**src/rtl/cpm_skid_reg.sv**
```systemverilog
// cpm_skid_reg: two-entry valid/ready register slice for the CPM datapath.
// Data moves forward and ready moves backward through flops, so long
// PE-to-buffer paths can be cut without a combinational ready chain.
//
// state    | meaning
// ---------+------------------------------------------------------------
// ST_EMPTY | no word held; o_in_rdy high, o_out_vld low
// ST_ONE   | main register holds the head word; skid register unused
// ST_FULL  | main holds the head word, skid holds the next word
module cpm_skid_reg #(
    parameter int DW = 8
) (
    input  logic          i_clk,
    input  logic          i_rst_n,
    input  logic          i_clr,
    input  logic          i_in_vld,
    output logic          o_in_rdy,
    input  logic [DW-1:0] i_in_data,
    output logic          o_out_vld,
    input  logic          i_out_rdy,
    output logic [DW-1:0] o_out_data,
    output logic [1:0]    o_cnt
);

    typedef enum logic [1:0] {
        ST_EMPTY = 2'd0,
        ST_ONE   = 2'd1,
        ST_FULL  = 2'd2
    } state_t;

    state_t          r_state;
    logic [DW-1:0]   r_main;
    logic [DW-1:0]   r_skid;
    logic [1:0]      r_cnt;

    logic            w_in_rdy;
    logic            w_out_vld;
    logic            w_push;
    logic            w_pop;

    // Handshake qualifiers come from registered state only; Clr is the one
    // input allowed to gate them combinationally so a flush cycle never
    // completes a transfer.
    assign w_in_rdy  = (r_state != ST_FULL) & ~i_clr;
    assign w_out_vld = (r_state != ST_EMPTY) & ~i_clr;
    assign w_push    = i_in_vld & w_in_rdy;
    assign w_pop     = w_out_vld & i_out_rdy;

    assign o_in_rdy   = w_in_rdy;
    assign o_out_vld  = w_out_vld;
    assign o_out_data = r_main;
    assign o_cnt      = r_cnt;

    // Slice state machine: occupancy, main/skid storage and registered count.
    always_ff @(posedge i_clk or negedge i_rst_n) begin
        if (!i_rst_n) begin
            r_state <= ST_EMPTY;
            r_main  <= '0;
            r_skid  <= '0;
            r_cnt   <= 2'd0;
        end else if (i_clr) begin
            r_state <= ST_EMPTY;
            r_main  <= '0;
            r_skid  <= '0;
            r_cnt   <= 2'd0;
        end else begin
            case (r_state)
                ST_EMPTY: begin
                    if (w_push) begin
                        r_main  <= i_in_data;
                        r_state <= ST_ONE;
                        r_cnt   <= 2'd1;
                    end
                end
                ST_ONE: begin
                    if (w_push && !w_pop) begin
                        r_skid  <= i_in_data;
                        r_state <= ST_FULL;
                        r_cnt   <= 2'd2;
                    end else if (w_pop && !w_push) begin
                        // main keeps its stale value; OutVld masks it
                        r_state <= ST_EMPTY;
                        r_cnt   <= 2'd0;
                    end else if (w_push && w_pop) begin
                        r_main  <= i_in_data;
                    end
                end
                ST_FULL: begin
                    // InRdy is low here, so only a pop can happen
                    if (w_pop) begin
                        r_main  <= r_skid;
                        r_state <= ST_ONE;
                        r_cnt   <= 2'd1;
                    end
                end
                default: begin
                    r_state <= ST_EMPTY;
                    r_cnt   <= 2'd0;
                end
            endcase
        end
    end

endmodule

```
**config.mk**
```make
export PLATFORM = sky130hd
export DESIGN_NAME = cpm_skid_reg
export DESIGN_NICKNAME = d
export VERILOG_FILES = /design/src/rtl/cpm_skid_reg.sv
export SDC_FILE = /design/constraint.sdc
export NUM_CORES = 1
export LEC_CHECK = 0
export ABC_AREA = 1
export BUFFER_PORTS_ARGS = -buffer_cell sky130_fd_sc_hd__buf_4
export CAP_MARGIN = 30
export CORE_MARGIN = 2
export CORE_UTILIZATION = 45
export CTS_CLUSTER_SIZE = 12
export DETAILED_ROUTE_END_ITERATION = 6
export PLACE_DENSITY = 0.69
export SLEW_MARGIN = 5
export SYNTH_ARGS = -nofsm -noshare
export SYNTH_HDL_FRONTEND = slang
export SYNTH_SLANG_ARGS = --single-unit
```
**constraint.sdc**
```tcl
create_clock -name i_clk -period 3.9 [get_ports i_clk]
set_input_delay 0.39 -clock i_clk [delete_from_list [all_inputs] [get_ports i_clk]]
set_output_delay 0.39 -clock i_clk [all_outputs]
set_load 0.01 [all_outputs]
```
# Word level (Yosys, flattened, before mapping)
# Cells that the tools add are included.
op_classes:
  add_sub_neg: 0
  n_lt_le_gt_ge: 0
  bitwise_logic: 5
  n_mul: 0
  div_mod_pow: 0
  n_mux: 16
  reduce_logical: 13
  eq_ne: 9
  shift: 0
ops:
  columns: ["cell", "count"]
  rows:
  - ["8-bit two-way mux", 9]
  - ["8-bit case mux with 3 select lines", 1]
  - ["3-bit != test, second input constant", 5]
  - ["2-bit two-way mux", 5]
  - ["2-bit case mux with 3 select lines", 1]
  - ["6-bit AND reduction", 1]
  - ["2-bit nonzero test", 3]
  - ["1-bit AND", 4]
  - ["4-bit != test, second input constant", 1]
  - ["4-bit nonzero test", 1]
  - ["1-bit logical AND", 3]
  - ["3-bit AND reduction", 1]
  - ["2-bit by 1-bit == test with 1-bit output, second input constant", 1]
  - ["2-bit == test, second input constant", 1]
  - ["1-bit logical NOT", 2]
  - ["2-bit logical NOT", 1]
  - ["2-bit != test, second input constant", 1]
  - ["2-bit AND reduction", 1]
  - ["1-bit inverter", 1]
word_totals:
  latch_bits: 0
  input_bits: 13
  ramBits: 0
  register_bits: 18
  mem_count: 0
  rom_bits: 0

# Depth between registers and ports, before layout
# Gate-level depths: netlist (run 1).
depth:
  ltp_word: 9
  ltp_mapped: 9
  depth_no_buf: 9

# Least setup slack after synthesis (run 1)
# Ideal clock, no wire load.
synth_timing:
  path_type: "reg-to-reg"
  startpoint: "reg, netlist name o_cnt[1]"
  endpoint: "reg r_main[0], in the netlist o_out_data[0]"
  path_buffers: 0
  t_arrival_ps: 1254
  path_slack_ps: 2528
  period_less_slack_ps: 1372
  path_stages_with_launch: 9
  setup_time_ps: 117
  path_cell_list: "dfrtp_1 nand2_4 nand2_2 nor2_2 nand2_1 nand3_4 nand3_4 nand2_1 nand2_1"
synth_lines:
  columns: ["item", "line_no", "rtl"]
  rows:
  - ["to (signal assigned)", "70", "r_main <= i_in_data;"]
  - ["to (signal assigned)", "85", "r_main <= i_in_data;"]
  - ["to (signal assigned)", "91", "r_main <= r_skid;"]
  - ["to (decl)", "32", "logic [DW-1:0] r_main;"]

# Worst setup path after layout (run 1)
layout_timing:
  startpoint: "in i_clr"
  endpoint: "out o_in_rdy"
layout_via:
  elab_chain_len: 2
layout_lines:
  columns: ["item", "line_no", "rtl"]
  rows:
  - ["from (decl)", "15", "input logic i_clr,"]
  - ["1-bit inverter", "44", "assign w_in_rdy = (r_state != ST_FULL) & ~i_clr;"]
  - ["1-bit AND", "44", null]
  - ["to (decl)", "17", "output logic o_in_rdy,"]
# Every way passes these cells.

==> results of run 1 <==
sequential cells by signal (all words and copies together), names as in the netlist:
signal / count
o_cnt: 2
r_skid: 8
o_out_data: 8
power by group through the flow:
stage	clock network (uW)	logic [uW]	registers (uW)
2_1_floorplan	0	77.5	238
3_3_place_gp	0	142	230
3_5_place_dp	0	145	231
4_1_cts	118	146	228
5_1_grt	127	160	231
6_report	114	144	227
synth_stat cells (2+ instances only):
cell	number	share of area (%)
nand3_1	8	4.1
inv_1	13	4.9
a21oi_1	9	4.6
nand4_1	10	6.3
nor2_1	2	0.76
nand2_2	3	1.9
nand3_4	3	5.3
o21ai_1	7	3.5
dfrtp_1	18	46
nand2_1	39	15
inv_2	2	0.76
nor2_2	2	1.3
layer usage:
layer | routed length, microns | part of all wire [%]
met4 | 49 | 2.4
met2 | 937 | 47
met1 | 927 | 46
met5 | 0 | 0
met3 | 98 | 4.9
placed cells by master, fill, tap and decap left out, types with 2 or more instances in the layout:
master and instances:
inv_2 2, o21ai_1 7, clkbuf_4 3, nand4_1 10, nand2_2 3, inv_1 13, a21oi_1 9, buf_4 24
nor2_1 2, dfrtp_1 18, nor2_2 2, nand2_1 39, nand3_4 3, nand3_1 8
per-stage QoR:
stage	utilization, %	setup slack (ns)	hold slack (ns)	std cells
final	60.7	2.21	0.338	176
after global routing	60.7	2.13	0.341	176
after CTS	60.7	2.21	0.334	176
after detailed placement	58.4	2.05	0.270	171
after global placement	58.4	2.13	0.267	171
after floorplan	-	2.53	0.0944	123
final cells by class:
class / instances / area [sq um] / share of cell area, %
flip-flops and latches: 18 / 450 / 36.7
well taps: 27 / 33.8 / 2.75
repair buffers: 25 / 190 / 15.5
multi-input cells: 87 / 460 / 37.5
clock buffers: 4 / 36.3 / 2.96
inverters: 15 / 56.3 / 4.59
logic make-up (layout without fill, tap and decap cells):
group                  count (synthesis)  in the layout  share of synthesized area [%]
buffers and inverters                 18             44                           7.73
DFF                                   18             18                           45.6
AOI/OAI and AO/OA                     17             17                           9.00
and+or+nand+nor                       70             70                           37.6
tightest hold or removal path: stages:
cell and delay (ns):
buf_4 0.11, inv_1 0.04, o21ai_1 0.05
worst paths after layout:
check                         startpoint             to  cells after the start
hold / removal              i_in_data[1]      r_skid[1]                      3
max in group asynchronous        i_rst_n      r_skid[3]                      2
setup / recovery                   i_clr       o_in_rdy                      5
setup reg to reg                o_cnt[1]  o_out_data[1]                      8
min in group asynchronous        i_rst_n  o_out_data[6]                      2
hold reg to reg            o_out_data[4]  o_out_data[4]                      2
timing repair:
action,in CTS,in global routing
hold buffers,1,0
endpoints found under the hold margin,18,0
endpoints found under the setup margin,0,0
==> summary.txt, run 1 <==
Critical-path cell list: buf_4, inv_1, nand2_2, inv_1, buf_4
Largest net degree at the start of global routing: 19
Antenna violation net count after detailed routing: 0
Met1 GRT Util: 23.2%
Crit path time final: 1.69 ns
Die span in x: 50.8 microns
Final setup fails: 0
Aggregate global-route resource usage: 17.1%
CP Launch Type: input port
Num ports: 25
Finished Cell Area: 0.00123 sq mm
Switching share of power: 32.3%
NetSw: 157 uW
Worst Path Required: 3.51 ns
Starting Density: 48.8%
P per Cell Area: 396 mW/mm^2
GR Util met3: 2.63%
Seq pwr share: 46.8%
Setup TNS: 0 ns
Post-place instance area: 0.00118 sq mm
Endpoint class of the critical path: output port
TritonCTS clock tree: yes
Share of flip-flops with an asynchronous set or reset: 100%
Placer Congestion: 0.915
Final period util: 43.4%
Outcome: completed
Total gr overflow: 0
Port bufs: 24
Pre-antenna DRT Iters: 4
Routed WL per cell: 11.4 microns
Setup Crit Path Kind: input port to output port
Pint: 329 uW
Layout Skew: 0.00176 ns
CTS clk-pin slew, worst paths: 0.10 ns
RSZ-0062 raised after global routing: no
Core Region: 0.00202 sq mm
Setup Fix Bufs, Post-CTS: 0
GR Util met2: 27.0%
Num CTS Buffers: 3
Slew at the pin closest to its max-slew limit: 0.488 ns
Fillcell total: 202
CTS Sinks: 18
Peak VDD IR: 192 uV
Latest clock arrival within the worst-skew pair: 0.29 ns
Post-synth cell types: 19
Lkg Pwr: 0.000658 uW
Die height: 50.8 microns
EDFF count, synth: 0
# DRC: 0
Clk buf depth: 2
CP max FO: 14
Gr busiest metal: met2
Hold crit path type: input port to register
#FFs+latches synth: 18
Post_cts resized: 0
Fin nets: 163
Avg Inst Size Synth: 8.03 sq um
Layout cell share with drive strength beyond 1: 28.2%
Clk pwr share: 23.5%
Synth Warn #: 0
Fin. Hold Viols: 0
Tot Pwr: 486 uW
Vias per cell: 5.14
Routed Wire Length: 2.01 mm
Max stage delay cell, worst path: inv_1
First-pass GRT wire length: 3.32 mm
Std cell rows: 16
Clock root cell: clkbuf_4
H-tree Lvls: 1
Reg2reg setup slack: 2.38 ns
Seq/Total Area, Yosys: 45.6%
Gate power share: 29.7%
Max Slew Vio Count: 0
Main flop type after synthesis: dfrtp_1
Vias in the first global route: 774
Worst path max stage delay: 0.37 ns
Syn nets: 136
Ant. Diodes: 0
Slew HR: 67.5%
Max-cap violations: 0
Detailed Place HPWL: 1.56 mm
Vias: 905
Max Fclk: 590 MHz
Die area: 0.00258 sq mm
Worst Path Arrival: 1.30 ns
Post-Synthesis Cells: 123
Area added between synthesis and finish: 24.3%
Cell class contributing the biggest share of worst-path delay: buffers and inverters
WP buf/inv: 4
Number of antenna violations at the first check in global routing: 0
Mapped Area: 987 sq um
Drt first-iter violations: 19
No activity file was read; power rests on OpenSTA's default activity.
==> run 2, diff against run 1 <==
Settings changed: PLACE_DENSITY 0.69 to 0.72.
Clock period 3.9 ns to 1.5 ns, I/O delays scaled along.
==> run 2 against run 1 <==
Net effect: hold slack worse by 0.22 ns; sequential share of layout area shrank 0.49 points; critical path depth did not move; largest power group unchanged.
==> summary.txt, run 2 (synthesis gave the netlist of run 1 again) <==
CP Launch Type: register
Core Region: 0.00202 sq mm
Setup Crit Path Kind: register to output port
Worst Path Arrival: 1.23 ns
Outcome: completed
Die span in x: 50.8 microns
Lkg Pwr: 0.000664 uW
TritonCTS clock tree: yes
Std cell rows: 16
Fillcell total: 175
Number of antenna violations at the first check in global routing: 0
Worst Path Required: 1.35 ns
Final setup fails: 0
Vias: 926
# DRC: 0
Endpoint class of the critical path: output port
Switching share of power: 33.4%
Max stage delay cell, worst path: dfrtp_1
Max-cap violations: 0
Most frequent cells in the layout: nand2_1 (39), buf_4 (27), dfrtp_1 (17)
Vias in the first global route: 862
Crit path time final: 1.38 ns
Layout Skew: 0.00137 ns
Num ports: 25
Starting Density: 48.8%
Fin nets: 166
Seq pwr share: 48.8%
Hold crit path type: input port to register
Clk pwr share: 19.2%
Detailed Place HPWL: 1.60 mm
Max Slew Vio Count: 0
Num CTS Buffers: 3
Layout cell share with drive strength beyond 1: 31.1%
Gate power share: 32.0%
Setup slack after placement: 0.0643 ns
Antenna violation net count after detailed routing: 0
Tot Pwr: 1220 uW
Total gr overflow: 0
Slew at the pin closest to its max-slew limit: 0.287 ns
Final period util: 91.9%
Fin. Hold Viols: 0
Latest clock arrival within the worst-skew pair: 0.28 ns
Peak VDD IR: 484 uV
CTS Sinks: 18
Max Fclk: 726 MHz
Routed Wire Length: 2.07 mm
Die area: 0.00258 sq mm
Final WS setup: 0.122 ns
Pre-antenna DRT Iters: 4
CTS clk-pin slew, worst paths: 0.10 ns
H-tree Lvls: 1
NetSw: 406 uW
Slew HR: 80.9%
P per Cell Area: 975 mW/mm^2
Placer Congestion: 0.900
Setup Fix Bufs, Post-CTS: 0
Vias per cell: 5.20
Routed WL per cell: 11.6 microns
Pint: 810 uW
Aggregate global-route resource usage: 17.9%
Area added between synthesis and finish: 26.4%
Final core utilization: 61.7%
Ant. Diodes: 0
Worst path max stage delay: 0.43 ns
Die height: 50.8 microns
Largest net degree at the start of global routing: 19
Commonest non-fill, non-tap cell in the layout: nand2_1
Critical-path cell list: inv_2, nand2_4, nand2_2, inv_1, buf_4
Clock root cell: clkbuf_4
First-pass GRT wire length: 3.60 mm
Drt first-iter violations: 23
Port bufs: 24
Clk buf depth: 2
CP max FO: 4
## run 2: cell types whose count changed in the layout (fill, tap and decap cells not counted), sizes merged
cell    change
buf         +3
clkbuf      -1
## run 2: layer usage
metal / routed length [microns] / GRT usage (%) / vias to the layer above
met1: 972 / 23.7 / 430
met5: 0 / 0 / -
li1: - / - / 465
met4: 21 / 6.31 / 0
met3: 108 / 3.22 / 4
met2: 971 / 29.6 / 27
## run 2: timing repair
action / 4_1_cts / 5_1_grt
gates resized for setup: 0 / 4
setup endpoints to repair: 0 / 17
endpoints found under the hold margin: 18 / 0
hold buffers: 1 / 0
## run 2: final cells by class
class                           count  area (sq um)  share of cell area [%]
Clock buffer                        3          22.5                    1.81
Sequential cell                    18           452                    36.2
Tap cell                           27          33.8                    2.71
Inverter                           15          56.3                    4.51
Multi-Input combinational cell     87           470                    37.7
Timing Repair Buffer               28           213                    17.1
## run 2: worst max-delay path: cells and delay by family, from the launching register on
kind	cells	cell delay, ns
and+or+nand+nor	2	0.15
DFF	1	0.43
buffers and inverters	3	0.36
## run 2: power groups by stage
stage	logic (uW)	clock network [uW]	registers, uW
after floorplan	201	0	618
after detailed placement	383	0	601
final	389	233	593
after global routing	432	264	603
after global placement	375	0	600
after CTS	386	241	591
## run 2: through the flow
step	TNS (ns)	hold slack [ns]	cells	area (sq um)
2_1_floorplan	0	-0.146	123	987
3_3_place_gp	0	0.0274	174	1200
3_5_place_dp	0	0.0305	174	1200
4_1_cts	0	0.108	178	1240
5_1_grt	-0.000523	0.109	178	1250
6_report	0	0.115	178	1250
## run 2: worst paths after layout
kind	from	endpoint	slack, ns	depth (start not counted)
max in group asynchronous	i_rst_n	o_cnt[1]	1.03	2
max	o_cnt[0]	o_in_rdy	0.12	5
min in group asynchronous	i_rst_n	o_cnt[0]	0.26	2
min	i_in_data[1]	r_skid[1]	0.11	3
min reg2reg	o_out_data[0]	o_out_data[0]	0.48	2
max reg2reg	o_cnt[1]	o_out_data[2]	0.13	8
